### config.mk
export PLATFORM = sky130hd
export DESIGN_NAME = led_pwm_bank
export DESIGN_NICKNAME = d
export VERILOG_FILES = /design/src/rtl/blinky_pkg.sv /design/src/rtl/led_pwm_channel.sv /design/src/rtl/led_pwm_bank.sv
export SDC_FILE = /design/constraint.sdc
export NUM_CORES = 1
export LEC_CHECK = 0
export ABC_AREA = 1
export CORE_ASPECT_RATIO = 1.75
export CORE_UTILIZATION = 51
export CTS_CLUSTER_DIAMETER = 200
export DETAILED_ROUTE_END_ITERATION = 8
export PLACE_DENSITY_LB_ADDON = 0.05
export SYNTH_ARGS = -nofsm -noshare
export SYNTH_HDL_FRONTEND = slang
export SYNTH_SLANG_ARGS = --single-unit
### constraint.sdc
create_clock -name i_clk -period 1.55 [get_ports i_clk]
set_clock_uncertainty 0.1 [all_clocks]
set_input_delay 0.2325 -clock i_clk [delete_from_list [all_inputs] [get_ports i_clk]]
set_output_delay 0.2325 -clock i_clk [all_outputs]
set_load 0.005 [all_outputs]
### src/rtl/blinky_pkg.sv
`default_nettype none
// ---------------------------------------------------------------------------
// Module : blinky_pkg
// Brief  : Shared LED channel mode encoding for the PWM LED bank.
// Rev    : 1.0
// ---------------------------------------------------------------------------
package blinky_pkg;
  localparam int MODE_W = 2;
  typedef logic [MODE_W-1:0] mode_t;

  localparam mode_t MODE_OFF   = 2'b00;
  localparam mode_t MODE_ON    = 2'b01;
  localparam mode_t MODE_PWM   = 2'b10;
  localparam mode_t MODE_BLINK = 2'b11;
endpackage
`default_nettype wire

### src/rtl/led_pwm_channel.sv
`default_nettype none
// ---------------------------------------------------------------------------
// Module : led_pwm_channel
// Brief  : One LED channel: shadowed config, boundary apply, registered LED.
// Rev    : 1.0
// ---------------------------------------------------------------------------
module led_pwm_channel
  import blinky_pkg::*;
#(
  parameter int DUTY_W = 8
) (
  input  logic              i_clk,
  input  logic              i_reset_n,
  input  logic              i_wr_en,
  input  mode_t             i_wr_mode,
  input  logic [DUTY_W-1:0] i_wr_duty,
  input  logic              i_boundary,
  input  logic [DUTY_W-1:0] i_phase,
  output logic              o_pending,
  output logic              o_led
);

  mode_t             r_pend_mode;
  logic [DUTY_W-1:0] r_pend_duty;
  logic              r_pending;
  mode_t             r_act_mode;
  logic [DUTY_W-1:0] r_act_duty;
  logic              r_blink;
  logic              r_led;

  mode_t             w_next_mode;
  logic              w_led_nxt;

  // Mode that will be active after this boundary (pending wins if present).
  assign w_next_mode = r_pending ? r_pend_mode : r_act_mode;

  always_comb begin
    w_led_nxt = 1'b0;
    case (r_act_mode)
      MODE_OFF:   w_led_nxt = 1'b0;
      MODE_ON:    w_led_nxt = 1'b1;
      MODE_PWM:   w_led_nxt = (i_phase < r_act_duty);
      MODE_BLINK: w_led_nxt = r_blink;
      default:    w_led_nxt = 1'b0;
    endcase
  end

  always_ff @(posedge i_clk or negedge i_reset_n) begin
    if (!i_reset_n) begin
      r_pend_mode <= MODE_OFF;
      r_pend_duty <= '0;
      r_pending   <= 1'b0;
      r_act_mode  <= MODE_OFF;
      r_act_duty  <= '0;
      r_blink     <= 1'b0;
      r_led       <= 1'b0;
    end else begin
      if (i_boundary) begin
        if (r_pending) begin
          r_act_mode <= r_pend_mode;
          r_act_duty <= r_pend_duty;
        end
        r_blink <= (w_next_mode == MODE_BLINK) ? ~r_blink : 1'b0;
      end
      // A write landing on the boundary cycle becomes the next pending value.
      if (i_wr_en) begin
        r_pend_mode <= i_wr_mode;
        r_pend_duty <= i_wr_duty;
        r_pending   <= 1'b1;
      end else if (i_boundary) begin
        r_pending   <= 1'b0;
      end
      r_led <= w_led_nxt;
    end
  end

  assign o_pending = r_pending;
  assign o_led     = r_led;

endmodule
`default_nettype wire

### src/rtl/led_pwm_bank.sv
`default_nettype none
// ---------------------------------------------------------------------------
// Module : led_pwm_bank
// Brief  : Multi-channel LED driver with shared prescaler and PWM phase.
// Rev    : 1.0
// ---------------------------------------------------------------------------
module led_pwm_bank
  import blinky_pkg::*;
#(
  parameter int NCH     = 4,
  parameter int PRESC_W = 8,
  parameter int DUTY_W  = 8
) (
  input  logic                   i_clk,
  input  logic                   i_reset_n,
  input  logic                   i_wr_stb,
  input  logic [$clog2(NCH):0]   i_wr_ch,
  input  logic [1:0]             i_wr_mode,
  input  logic [DUTY_W-1:0]      i_wr_duty,
  output logic                   o_wr_err,
  output logic [NCH-1:0]         o_pending,
  output logic [DUTY_W-1:0]      o_phase,
  output logic [NCH-1:0]         o_led
);

  localparam int              CH_W   = $clog2(NCH) + 1;
  localparam logic [CH_W-1:0] NCH_CH = CH_W'(NCH);

  logic [PRESC_W-1:0] r_presc;
  logic [DUTY_W-1:0]  r_phase;
  logic               r_wr_err;

  logic               w_tick;
  logic               w_boundary;
  logic               w_ch_ok;

  assign w_tick     = &r_presc;
  assign w_boundary = w_tick && (&r_phase);
  assign w_ch_ok    = (i_wr_ch < NCH_CH);

  always_ff @(posedge i_clk or negedge i_reset_n) begin
    if (!i_reset_n) begin
      r_presc  <= '0;
      r_phase  <= '0;
      r_wr_err <= 1'b0;
    end else begin
      r_presc  <= r_presc + 1'b1;
      if (w_tick) begin
        r_phase <= r_phase + 1'b1;
      end
      r_wr_err <= i_wr_stb && !w_ch_ok;
    end
  end

  for (genvar g = 0; g < NCH; g++) begin : g_ch
    logic w_wr_en;
    assign w_wr_en = i_wr_stb && w_ch_ok && (i_wr_ch == CH_W'(g));

    led_pwm_channel #(
      .DUTY_W (DUTY_W)
    ) u_ch (
      .i_clk      (i_clk),
      .i_reset_n  (i_reset_n),
      .i_wr_en    (w_wr_en),
      .i_wr_mode  (mode_t'(i_wr_mode)),
      .i_wr_duty  (i_wr_duty),
      .i_boundary (w_boundary),
      .i_phase    (r_phase),
      .o_pending  (o_pending[g]),
      .o_led      (o_led[g])
    );
  end

  assign o_wr_err = r_wr_err;
  assign o_phase  = r_phase;

endmodule
`default_nettype wire

Yosys cells after proc, flatten, opt, wreduce, memory -nomap -nowiden
Cells that the tools add are included.
{"block": "word_totals", "reg_bits": 109, "inputBits": 16, "out_inout_bits": 17}
{"block": "op_classes", "add_sub_neg": 2, "n_lt_le_gt_ge": 5, "n_eq_ne": 19, "muxes": 17, "bitwise_logic": 4, "reduce_logical": 23}
{"op": "8-bit less-than comparator", "count": 4}
{"op": "2-bit == test, second input constant", "count": 12}
{"op": "8-bit by 1-bit adder with 8-bit output, second input constant", "count": 2}
{"op": "1-bit case mux with 4 select lines", "count": 4}
{"op": "8-bit AND reduction", "count": 2}
{"op": "1-bit two-way mux", "count": 9}
{"op": "2-bit by 1-bit == test with 1-bit output, second input constant", "count": 4}
{"op": "2-bit logical NOT", "count": 4}
{"op": "2-bit two-way mux", "count": 4}
{"op": "2-bit AND reduction", "count": 4}
{"op": "2-bit nonzero test", "count": 4}
{"op": "1-bit logical AND", "count": 7}
{"op": "3-bit by 2-bit == test with 1-bit output, second input constant", "count": 2}
{"op": "1-bit NOT", "count": 4}
{"op": "3-bit by 1-bit == test with 1-bit output, second input constant", "count": 1}
{"op": "3-bit logical NOT", "count": 1}
{"op": "3-bit less-than comparator, second input constant", "count": 1}
{"op": "1-bit logical NOT", "count": 1}

Longest topological paths before layout
Gate-level depths: netlist (run 1).
{"block": "logic_depth", "ltp_word": 4, "depth_mapped": 9, "ltp_nobuf": 9}

Modules after synthesis
From an unflattened synthesis (run 1), not the netlist that was laid out.
{"block": "unflattened", "hier_cells": 608, "area_unflattened_um2": 5383.9}
{"module": "led_pwm_channel", "n_inst": 4, "cells_each": 126, "area_each_um2": 1122.3, "seq_area_each_um2": 575.6}
{"module": "led_pwm_bank", "n_inst": 1, "cells_each": 104, "area_each_um2": 894.6, "seq_area_each_um2": 425.4}

Worst setup path after synthesis (run 1)
Ideal clock, no wire load.
{"block": "synth_path", "path_kind": "reg-to-reg", "from": "register r_presc[0]", "to": "register g_ch[0].u_ch.r_pending", "arrival_time_ns": 1.363, "required_time_ns": 1.324, "path_slack_ns": -0.040, "path_stages_with_launch": 10, "n_path_buf": 1, "period_less_slack_ns": 1.590, "cell_sequence": "dfrtp_1 ha_1 nand2_1 nor2_2 nand2_2 nor2_4 buf_6 inv_1 nand2_1 nand2_1"}
{"block": "synth_between", "elab_chain_len": 3}
{"item": "from (decl)", "line": "led_pwm_bank.sv:29", "source": "logic [PRESC_W-1:0] r_presc;"}
{"item": "from (signal assigned)", "line": "led_pwm_bank.sv:47", "source": "r_presc <= r_presc + 1'b1;"}
{"item": "8-bit AND reduction", "line": "led_pwm_bank.sv:37", "source": "assign w_tick = &r_presc;"}
{"item": "1-bit logical AND", "line": "led_pwm_bank.sv:38", "source": "assign w_boundary = w_tick && (&r_phase);"}
{"item": "2-bit nonzero test (no line)"}
{"item": "to (signal assigned)", "line": "led_pwm_channel.sv:52", "source": "r_pending <= 1'b0;"}
{"item": "to (signal assigned)", "line": "led_pwm_channel.sv:69", "source": "r_pending <= 1'b1;"}
{"item": "to (signal assigned)", "line": "led_pwm_channel.sv:71", "source": "r_pending <= 1'b0;"}
{"item": "to (decl)", "line": "led_pwm_channel.sv:25", "source": "logic r_pending;"}
No other way between the ends.
A chain may end at the register's enable or synchronous reset.

Worst setup path after layout (run 1)
{"block": "layout_path", "from": "register r_presc[1]", "to": "register g_ch[3].u_ch.r_act_mode[0]"}
{"block": "layout_between", "elab_chain_len": 2}
{"item": "8-bit AND reduction", "line": "led_pwm_bank.sv:37"}
{"item": "1-bit logical AND", "line": "led_pwm_bank.sv:38"}
{"item": "to (signal assigned)", "line": "led_pwm_channel.sv:60", "source": "r_act_mode <= r_pend_mode;"}
{"item": "to (decl)", "line": "led_pwm_channel.sv:26", "source": "mode_t r_act_mode;"}
No other way between the ends.

==> summary.txt, run 1 <==
Power and ir drop
  • PD cells: 870.5 nW/µm²
  • Leakage: 3.515 nW
  • VDD IR max: 0.0008686 V
  • Tot Pwr: 0.006081 W

Place
  • PortBufs: 32
  • Dpl ws: -0.1228 ns
  • Post-DP Area: 5841 µm²
  • Post-DP HPWL: between 8000 and 9000 µm
  • Gpl congestion: between 0.7 and 0.8

Synth
  • Area contributors post-synth: dfrtp_1 (52%), nand2_1 (15%), ha_1 (7.2%)
  • Post-synthesis sequential area ratio: around 52%
  • Post-Synthesis Cell Area: 5200 µm²
  • Post-synth EDFFs: 0
  • Synthesized area per cell: 8.525 µm²
  • Synth cell count leaders: nand2_1 (214), dfrtp_1 (109), inv_1 (71), o21ai_0 (61), nand3_1 (38)
  • Post-synth cell types: 21
  • Post-Synthesis Cells: 610
  • Flops & latches, synth: 109
  • Top FF cell, synth: dfrtp_1
  • Area leader, netlist: dfrtp_1
  • Synth Net Count: ~660
  • Asr flop ratio synth: 100.0%
  • Cell with the most instances after synthesis: nand2_1
  • Syn. warnings: 0
  • Post-synth top area share: between 50% and 60%

Clock network
  • H-tree lvl count: 3
  • TritonCTS clock tree: yes
  • Sink Count: 109
  • Worst skew pair latency: approximately 0.35 ns
  • CTS clock-pin slew for the worst setup and hold paths: 0.07 ns
  • TritonCTS Buffers: 9
  • Clk buf depth: 2
  • Root buffer cell: clkbuf_16

Global route
  • Largest net degree at the start of global routing: 32
  • Initial antenna violation count: 0
  • Number of global-route vias before repair: about 4200
  • GRT Total Usage: 25.35%
  • Gr ovfl total: 0
  • First-pass GRT wire length: around 20000 µm

Setup path
  • Reg-to-reg slack, setup: -0.13 ns
  • CP startpoint kind: flop
  • Critical path fanouts, max: 7
  • Critical path arrival: 1.85 ns
  • Worst Setup End Kind: flop
  • Critical path class: flop to flop
  • Data required time of the worst path: 1.72 ns

Drt
  • Initial DRC Count: 190
  • Vias: 4141
  • Routed WL: 12620 µm
  • Drt wl/cell: 15.58 µm
  • Final ANT Viol Nets: 0
  • Routed vias/inst: roughly 5.1
  • DRC Markers: 0
  • First-pass DRT Iterations: 5

Finish
  • Area grow syn2layout: 34.34%
  • Nets: 726
  • Share of layout cells above drive strength 1: 23.36%
  • Ant. Diodes: 0
  • Final Cell Area: 6985 µm²

STA
  • Rel. slew slack: 68.64%
  • Post-layout min period: between 1.5 and 2 ns
  • Least-Margin Pin Slew: 0.4704 ns
  • RSZ-0062 raised after global routing: yes
  • Slew Limit Fails: 0
  • Worst setup margin: -0.1332 ns
  • Setup tns final: -2.988 ns
  • Final Hold Vio Count: 0
  • Endpoints failing setup: between 40 and 50
  • Fin crit share: 108.6%
  • F_max: roughly 0.59 GHz

Floorplanning
  • Full die area: about 11000 µm²
  • Initial core utilization: between 50% and 60%
  • I/O pins: 33
  • Core footprint: 9910 µm²
  • Site Rows: 48
  • Die extent in y: 135.6 µm
  • Chip width: around 78 µm

Worst hold path
  • Worst min path class: input port to asynchronous set/reset pin

Outcome
  • Outcome: finished, violations left
  • Failing checks: setup timing

Job
  • Max cap viols: 0
-- kinds of logic after synthesis --
group                    Yosys count  share of synthesized area (%)
AO/OA/AOI/OAI                     70                          6.737
XOR/XNOR                          11                          1.853
adder cells (fa/ha/maj)           30                          7.218
buffers and inverters             97                          8.229
flip-flops                       109                          52.45
AND/OR/NAND/NOR                  293                          23.51
-- worst paths after layout --
kind | start | to | cells after the start
worst max-delay path | r_presc[1] | g_ch[3].u_ch.r_act_mode[0] | 10
worst min-delay path | i_reset_n | g_ch[1].u_ch.r_act_duty[2] | 2
worst max register to register | r_presc[1] | g_ch[3].u_ch.r_act_mode[0] | 10
worst min register to register | g_ch[3].u_ch.r_act_duty[5] | g_ch[3].u_ch.r_act_duty[5] | 2
max in group asynchronous | i_reset_n | g_ch[3].u_ch.r_pend_duty[7] | 3
min in group i_clk | i_wr_stb | o_wr_err | 3
-- cells in the final DEF (no fill, tap or decap), types with 4 or more instances in the layout --
master	instances
buf_8	6
o21ai_1	7
dlygate4sd2_1	8
inv_1	68
nor2_1	17
clkbuf_16	10
ha_4	14
o21ai_0	51
a21oi_1	7
nand2_2	21
buf_4	27
xor2_1	9
buf_12	8
ha_1	14
clkdlybuf4s50_1	18
nand3_2	26
nand2_4	7
nand3_1	15
nor2_2	4
buf_6	8
dfrtp_1	109
nand2_1	189
dlymetal6s2s_1	4
-- metrics by stage --
step / utilization [%] / hold slack, ns / cells
after floorplan: - / -0.1631 / 610
after global placement: 58.94 / 0.1171 / 773
after detailed placement: 58.94 / 0.1137 / 773
after CTS: 67.16 / 0.2902 / 814
after global routing: 70.49 / 0.3176 / 810
final: 70.49 / 0.2790 / 810
-- state kept, by name (all words and copies together), names as in the netlist --
signal                 cells
g_ch.u_ch.o_pending        4
g_ch.u_ch.o_led            4
g_ch.u_ch.r_pend_duty     32
g_ch.u_ch.r_act_duty      32
o_phase                    8
r_presc                    8
g_ch.u_ch.r_blink          4
g_ch.u_ch.r_act_mode       8
g_ch.u_ch.r_pend_mode      8
o_wr_err                   1
-- layout make-up --
| class | instances | area (µm²) |
|---|---|---|
| multi-input cells | 404 | 2534 |
| fillers | 742 | 2924 |
| well taps | 125 | 156.4 |
| flip-flops and latches | 109 | 2728 |
| repair buffers | 85 | 970.9 |
| clock inverters | 6 | 86.33 |
| clock buffers | 10 | 239.0 |
| inverters | 71 | 271.5 |
-- report_power, final --
part           switching, W  internal (W)
logic              0.000233      0.000157
clock network       0.00103       0.00146
registers          0.000159       0.00304
total               0.00143       0.00465
-- critical path, stage by stage, from the launching register on --
cell and delay (ns):
dfrtp_1 0.37, ha_2 0.20, nand2_2 0.07, nor2_4 0.10, nand2_2 0.08, nor2_4 0.11, buf_12 0.13, buf_12 0.15
buf_8 0.13, nand2_1 0.06, o21ai_1 0.10
-- metal layers --
layer	routed length [µm]	part of all wire [%]	up-vias	GRT usage, %
li1	-	-	2056	-
met5	0	0	-	0
met1	5388	43	1990	30.60
met3	233	1.8	23	3.569
met4	431	3.4	0	10.29
met2	6564	52	72	44.98
-- repair_timing --
action | 4_1_cts | 5_1_grt
endpoints found under the hold margin | 27 | 0
hold buffers | 1 | 0
resized for setup | 72 | 73
gates cloned | 3 | 1
setup endpoints to repair | 55 | 65
pin swaps | 24 | 19
setup buffers | 21 | 1
(Power assumes the default switching activity.)
==> run 2: changes to the inputs <==
Settings changed: CELL_PAD_IN_SITES_DETAIL_PLACEMENT set to 1, CELL_PAD_IN_SITES_GLOBAL_PLACEMENT set to 2, CORE_UTILIZATION 51 to 33.
==> run 2 against run 1 <==
Effect of this change: the flow still finishes with violations (setup timing); combinational power about the same; global-route usage down 7.2 points; clock power down 8.0%; core utilization shrank 26 points; fmax increased by 3.3%; critical endpoint is now g_ch[3].u_ch.r_act_duty[5]; highest routed layer unchanged.
==> summary.txt, run 2 (synthesis gave the netlist of run 1 again) <==
Outcome
  • Outcome: finished, violations left
  • Failing checks: setup timing

STA
  • Rel. slew slack: 75.57% (+6.9 points)
  • Post-layout min period: 1.629 ns (-0.05394 ns)
  • Worst setup margin: -0.07923 ns (+0.05394 ns)
  • Final hold slack: 0.1808 ns (-0.09820 ns)
  • RSZ-0062 raised after global routing: yes
  • Slew Limit Fails: 0 (unchanged)
  • Final Hold Vio Count: 0 (unchanged)
  • Endpoints failing setup: 49 (+2.1%)
  • F_max: 0.6138 GHz (+3.3%)
  • Fin crit share: 105.1% (-3.5 points)
  • Least-Margin Pin Slew: 0.3660 ns (-0.1044 ns)

Place
  • Post-DP HPWL: 10360 µm (+26%)
  • PortBufs: 32 (unchanged)
  • Gpl congestion: 0.7260 (-5.5%)
  • Number of placed cells counting well taps: 841 (+8.8%)

Drt
  • Routed vias/inst: 4.721 (-7.7%)
  • DRC Markers: 0 (unchanged)
  • Final ANT Viol Nets: 0 (unchanged)
  • Vias: 4107 (-0.82%)
  • Drt wl/cell: 16.65 µm (+6.9%)
  • Initial DRC Count: 133 (-30%)
  • First-pass DRT Iterations: 4 (-1)
  • Routed WL: 14480 µm (+15%)

Power and ir drop
  • Clock power share: 39.2% (-1.8 points)
  • Sw Pwr: 0.001436 W (+0.68%)
  • Comb power frac: 6.6% (+0.2 points)
  • PD cells: 860.3 nW/µm² (-1.2%)
  • Leakage: 3.402 nW (-3.2%)
  • Reg power frac: 54.2% (+1.6 points)
  • Tot Pwr: 0.005855 W (-3.7%)
  • VDD IR max: 0.0004902 V (-44%)
  • Net Sw Frac: 24.52% (+1.1 points)
  • Int Power: 0.004419 W (-5.1%)

Setup path
  • Critical path fanouts, max: 8 (+1)
  • CP startpoint kind: flop
  • Worst Setup End Kind: flop
  • Reg-to-reg slack, setup: -0.08 ns (+0.05 ns)
  • Reg-to-Reg End: g_ch[3].u_ch.r_act_duty[5]
  • Cells on worst reg2reg path: 9 (-1)
  • Data required time of the worst path: 1.68 ns (-0.04 ns)
  • FF-to-FF Start: r_presc[0]
  • Critical path arrival: 1.76 ns (-0.09 ns)
  • Critical path class: flop to flop

Global route
  • First-pass GRT wire length: 22740 µm (+12%)
  • Gr ovfl total: 0 (unchanged)
  • Largest net degree at the start of global routing: 42 (+31%)
  • Number of global-route vias before repair: 4358 (+4.0%)
  • Initial antenna violation count: 0 (unchanged)
  • GRT Total Usage: 18.12% (-7.2 points)

Clock network
  • TritonCTS Buffers: 9 (unchanged)
  • TritonCTS clock tree: yes
  • Worst skew pair latency: 0.35 ns (about the same)
  • H-tree lvl count: 3 (unchanged)
  • Clk buf depth: 2 (unchanged)
  • Sink Count: 109 (unchanged)
  • CTS clock-pin slew for the worst setup and hold paths: 0.08 ns (about the same)
  • Root buffer cell: clkbuf_16

Floorplanning
  • I/O pins: 33 (unchanged)
  • Core footprint: 15390 µm² (+55%)
  • Chip width: 96.89 µm (+24%)
  • Initial core utilization: 33.79% (-19 points)
  • Full die area: 16280 µm² (+53%)
  • Site Rows: 60 (+25%)
  • Die extent in y: 168.1 µm (+24%)

Finish
  • Layout Cells excl Fill: 870 (+7.4%)
  • Leading cell type in the layout, fill and taps excluded: nand2_1
  • Share of layout cells above drive strength 1: 20.91% (-2.5 points)
  • Nets: 725 (-0.14%)
  • Area grow syn2layout: 30.87%
  • Most frequent cells in the layout: nand2_1 (195), dfrtp_1 (106), inv_1 (68)
  • Ant. Diodes: 0 (unchanged)
  • Biggest regs: g_ch.u_ch.r_act_duty: 32 flops, g_ch.u_ch.r_pend_duty: 32 flops

Worst hold path
  • Worst min path class: input port to asynchronous set/reset pin

Job
  • Max cap viols: 0 (unchanged)
==> run 2: cell count changes in the layout (fill, tap and decap cells not counted), moves of 4 or more <==
cell,before,now
nand3_2,26,16
o21ai_0,51,56
nand3_1,15,28
buf_8,6,2
nand2_1,189,195
buf_4,27,32
==> run 2: layout make-up <==
cell class | count | area, µm²
clock buffer | 12 | 266.5
clock inverter | 4 | 31.28
fill | 1795 | 8584
inverter | 71 | 286.5
multi-input combinational | 404 | 2415
sequential | 109 | 2731
tap | 186 | 232.7
timing repair buffer | 84 | 842.1
==> run 2: critical path, cell delays in order, from the launching register on <==
cell and delay, ns:
dfrtp_1 0.36, ha_2 0.20, nand2_2 0.07, nor2_4 0.10, nand2_2 0.08, nor2_4 0.18, clkbuf_16 0.23, nand2_8 0.08
nand2_1 0.07, nand2_1 0.05
==> run 2: stage by stage <==
stage	TNS, ns	utilization (%)	setup WS [ns]	instance area (µm²)
2_1_floorplan	-0.9616	-	-0.03033	5200
3_3_place_gp	-5.465	38.63	-0.09356	5944
3_5_place_dp	-8.239	38.63	-0.1287	5944
4_1_cts	-2.623	41.99	-0.1061	6462
5_1_grt	-8.968	44.22	-0.2170	6805
6_report	-2.803	44.22	-0.07923	6805
==> run 2: layer usage <==
metal | GRT usage, % | wire length [µm]
met1 | 21.46 | 6182
met2 | 34.20 | 7845
met3 | 2.200 | 250
met4 | 4.607 | 204
met5 | 0 | 0
==> run 2: power by group through the flow <==
stage,registers (W),logic [W],clock network (W)
6_report,0.00317,0.000388,0.00229
2_1_floorplan,0.00318,0.000204,0
4_1_cts,0.00316,0.000399,0.00237
3_3_place_gp,0.00322,0.000375,0
5_1_grt,0.00320,0.000462,0.00247
3_5_place_dp,0.00322,0.000394,0
==> run 2: what timing repair did <==
item                                   CTS  global route
endpoints found under the hold margin  109             0
hold buffers                             1             0
setup endpoints to repair               64            65
pin swaps                               10            34
gates cloned                             0             1
resized for setup                       47            73
setup buffers                           13             5
==> run 2: worst max path at each step <==
stage	startpoint	endpoint	slack, ns	cells after the start
2_1_floorplan	r_presc[0]	g_ch[0].u_ch.r_act_duty[0]	-0.03	9
3_3_place_gp	i_wr_stb	g_ch[3].u_ch.r_pend_mode[1]	-0.09	7
3_5_place_dp	i_wr_stb	g_ch[3].u_ch.r_pend_duty[7]	-0.13	7
4_1_cts	r_presc[0]	g_ch[3].u_ch.r_act_mode[1]	-0.11	9
5_1_grt	r_presc[1]	g_ch[3].u_ch.r_act_duty[5]	-0.22	9
6_report	r_presc[0]	g_ch[3].u_ch.r_act_duty[5]	-0.08	9
==> run 3: changes to the inputs <==
Settings changed: CAP_MARGIN set to 20, CORE_UTILIZATION 33 to 30.
==> run 3 against run 2 <==
Effect of this change: the flow still finishes with violations (setup timing); wire length up 7.0%; power up 6.1%; highest routed layer unchanged; non-clock buffer count up 16; critical path type unchanged.
==> summary.txt, run 3 (synthesis gave the netlist of run 1 again) <==
Outcome
  • Outcome: finished, violations left
  • Failing checks: setup timing

Floorplanning
  • I/O pins: 33 (unchanged)
  • Initial core utilization: 30.68% (-3.1 points)
  • Chip width: 101.5 µm (+4.8%)
  • Die extent in y: 176.2 µm (+4.8%)
  • Full die area: 17880 µm² (+9.8%)
  • Core footprint: 16950 µm² (+10%)
  • Site Rows: 63 (+5.0%)

Finish
  • Final Cell Area: 7346 µm² (+7.9%)
  • Ant. Diodes: 0 (unchanged)
  • Reg area: 2729 µm² (about the same)
  • Final core utilization: 43.34% (-0.88 points)
  • Multi-input logic area: 2663 µm² (+10%)
  • Nets: 741 (+2.2%)
  • Leading cell type in the layout, fill and taps excluded: nand2_1
  • Most frequent cells in the layout: nand2_1 (169), dfrtp_1 (108), inv_1 (65)
  • Share of layout cells above drive strength 1: 29.14% (+8.2 points)
  • Area grow syn2layout: 41.27%
  • Biggest regs: g_ch.u_ch.r_act_duty: 32 flops, g_ch.u_ch.r_pend_duty: 32 flops
  • FILL cells: 1946 (+8.4%)

Clock network
  • Clk buf depth: 2 (unchanged)
  • TritonCTS clock tree: yes
  • Sink Count: 109 (unchanged)
  • Root buffer cell: clkbuf_16
  • H-tree lvl count: 3 (unchanged)
  • TritonCTS Buffers: 9 (unchanged)
  • Worst skew pair latency: 0.36 ns (about the same)
  • CTS clock-pin slew for the worst setup and hold paths: 0.08 ns (about the same)

Place
  • PortBufs: 32 (unchanged)
  • Gpl congestion: 0.7631 (+5.1%)
  • Post-DP Area: 5963 µm² (+0.32%)
  • Dpl ws: -0.1883 ns (-0.05965 ns)
  • Post-DP HPWL: 10710 µm (+3.3%)

STA
  • Fin crit share: 110.6% (+5.4 points)
  • F_max: 0.5835 GHz (-4.9%)
  • Worst setup margin: -0.1637 ns (-0.08443 ns)
  • Rel. slew slack: 70.18% (-5.4 points)
  • Endpoints failing setup: 49 (unchanged)
  • RSZ-0062 raised after global routing: yes
  • Slew Limit Fails: 0 (unchanged)
  • Final hold slack: 0.1973 ns (+0.01649 ns)
  • Final Hold Vio Count: 0 (unchanged)
  • Least-Margin Pin Slew: 0.4427 ns (+0.07669 ns)
  • Post-layout min period: 1.714 ns (+0.08443 ns)

Drt
  • Drt wl/cell: 16.71 µm (+0.41%)
  • Final ANT Viol Nets: 0 (unchanged)
  • Vias: 4199 (+2.2%)
  • Routed vias/inst: 4.530 (-4.0%)
  • DRC Markers: 0 (unchanged)
  • First-pass DRT Iterations: 4 (unchanged)
  • Initial DRC Count: 173 (+30%)
  • Routed WL: 15490 µm (+7.0%)

Global route
  • Gr ovfl total: 0 (unchanged)
  • Largest net degree at the start of global routing: 53 (+26%)
  • Number of global-route vias before repair: 4493 (+3.1%)
  • First-pass GRT wire length: 24090 µm (+5.9%)
  • GRT Total Usage: 18.38% (+0.26 points)
  • Initial antenna violation count: 0 (unchanged)

Setup path
  • Critical path class: flop to flop
  • Data required time of the worst path: 1.70 ns (+0.02 ns)
  • CP startpoint kind: flop
  • Critical path fanouts, max: 8 (unchanged)
  • Critical path arrival: 1.86 ns (+0.10 ns)
  • Worst Setup End Kind: flop

Power and ir drop
  • PD cells: 845.7 nW/µm² (-1.7%)
  • Tot Pwr: 0.006213 W (+6.1%)
  • VDD IR max: 0.0008580 V (+75%)
  • Leakage: 3.613 nW (+6.2%)

Worst hold path
  • Worst min path class: input port to asynchronous set/reset pin

Job
  • Max cap viols: 0 (unchanged)
==> run 3: cell types whose count changed in the layout (fill, tap and decap cells not counted), moves of 4 or more <==
cell,previous run,this run
buf_4,32,39
o21ai_0,56,52
nand2_2,18,41
ha_4,14,24
ha_1,15,3
buf_6,11,15
nand2_1,195,169
==> run 3: stage by stage <==
step	setup TNS [ns]	cells
finish	-3.773	927
global route	-7.357	927
CTS	-4.889	919
detailed placement	-9.146	881
global placement	-6.608	881
floorplan	-0.9616	610
==> run 3: layout make-up <==
class	count	share of cell area, %
well taps	227	3.866
repair buffers	100	14.15
flip-flops and latches	109	37.15
multi-input cells	404	36.25
inverters	71	3.901
clock buffers	12	3.628
clock inverters	4	1.056
==> run 3: power breakdown <==
group	total, W	leakage (nW)	switching, W	internal (W)
Clock	0.00265	0.169	0.00109	0.00156
Combinational	0.000395	2.01	0.000245	0.000150
Sequential	0.00317	1.43	0.000131	0.00304
==> run 3: layer usage <==
layer,GRT usage (%),routed length [µm],vias up
met4,5.072,164,0
met1,20.97,6464,2071
met2,34.54,8659,35
met5,0,0,-
li1,-,-,2087
met3,2.771,206,6
==> run 3: critical path, stage by stage, from the launching register on <==
cell,delay [ns]
dfrtp_1,0.37
ha_2,0.20
nand2_2,0.07
nor2_4,0.13
nand2_2,0.08
nor2_4,0.15
buf_12,0.17
buf_12,0.14
nand2_8,0.07
nand2_1,0.08
nand2_1,0.05
==> run 3: path summary, 6_finish.rpt <==
| kind | start | end | slack [ns] | cells after the start |
|---|---|---|---|---|
| setup reg to reg | r_presc[0] | g_ch[1].u_ch.r_act_duty[3] | -0.16 | 10 |
| min in group i_clk | i_wr_stb | o_wr_err | 0.33 | 3 |
| max in group asynchronous | i_reset_n | g_ch[2].u_ch.r_act_duty[3] | 0.48 | 3 |
| setup / recovery | r_presc[0] | g_ch[1].u_ch.r_act_duty[3] | -0.16 | 10 |
| hold / removal | i_reset_n | o_phase[5] | 0.20 | 2 |
| hold reg to reg | g_ch[3].u_ch.r_act_duty[5] | g_ch[3].u_ch.r_act_duty[5] | 0.38 | 2 |
==> run 3: repair_timing <==
item	4_1_cts	5_1_grt
buffers inserted	20	14
endpoints found under the hold margin	15	0
pin swaps	12	43
setup endpoints to repair	64	61
gates cloned	2	1
gates resized for setup	91	101
hold buffers	1	0
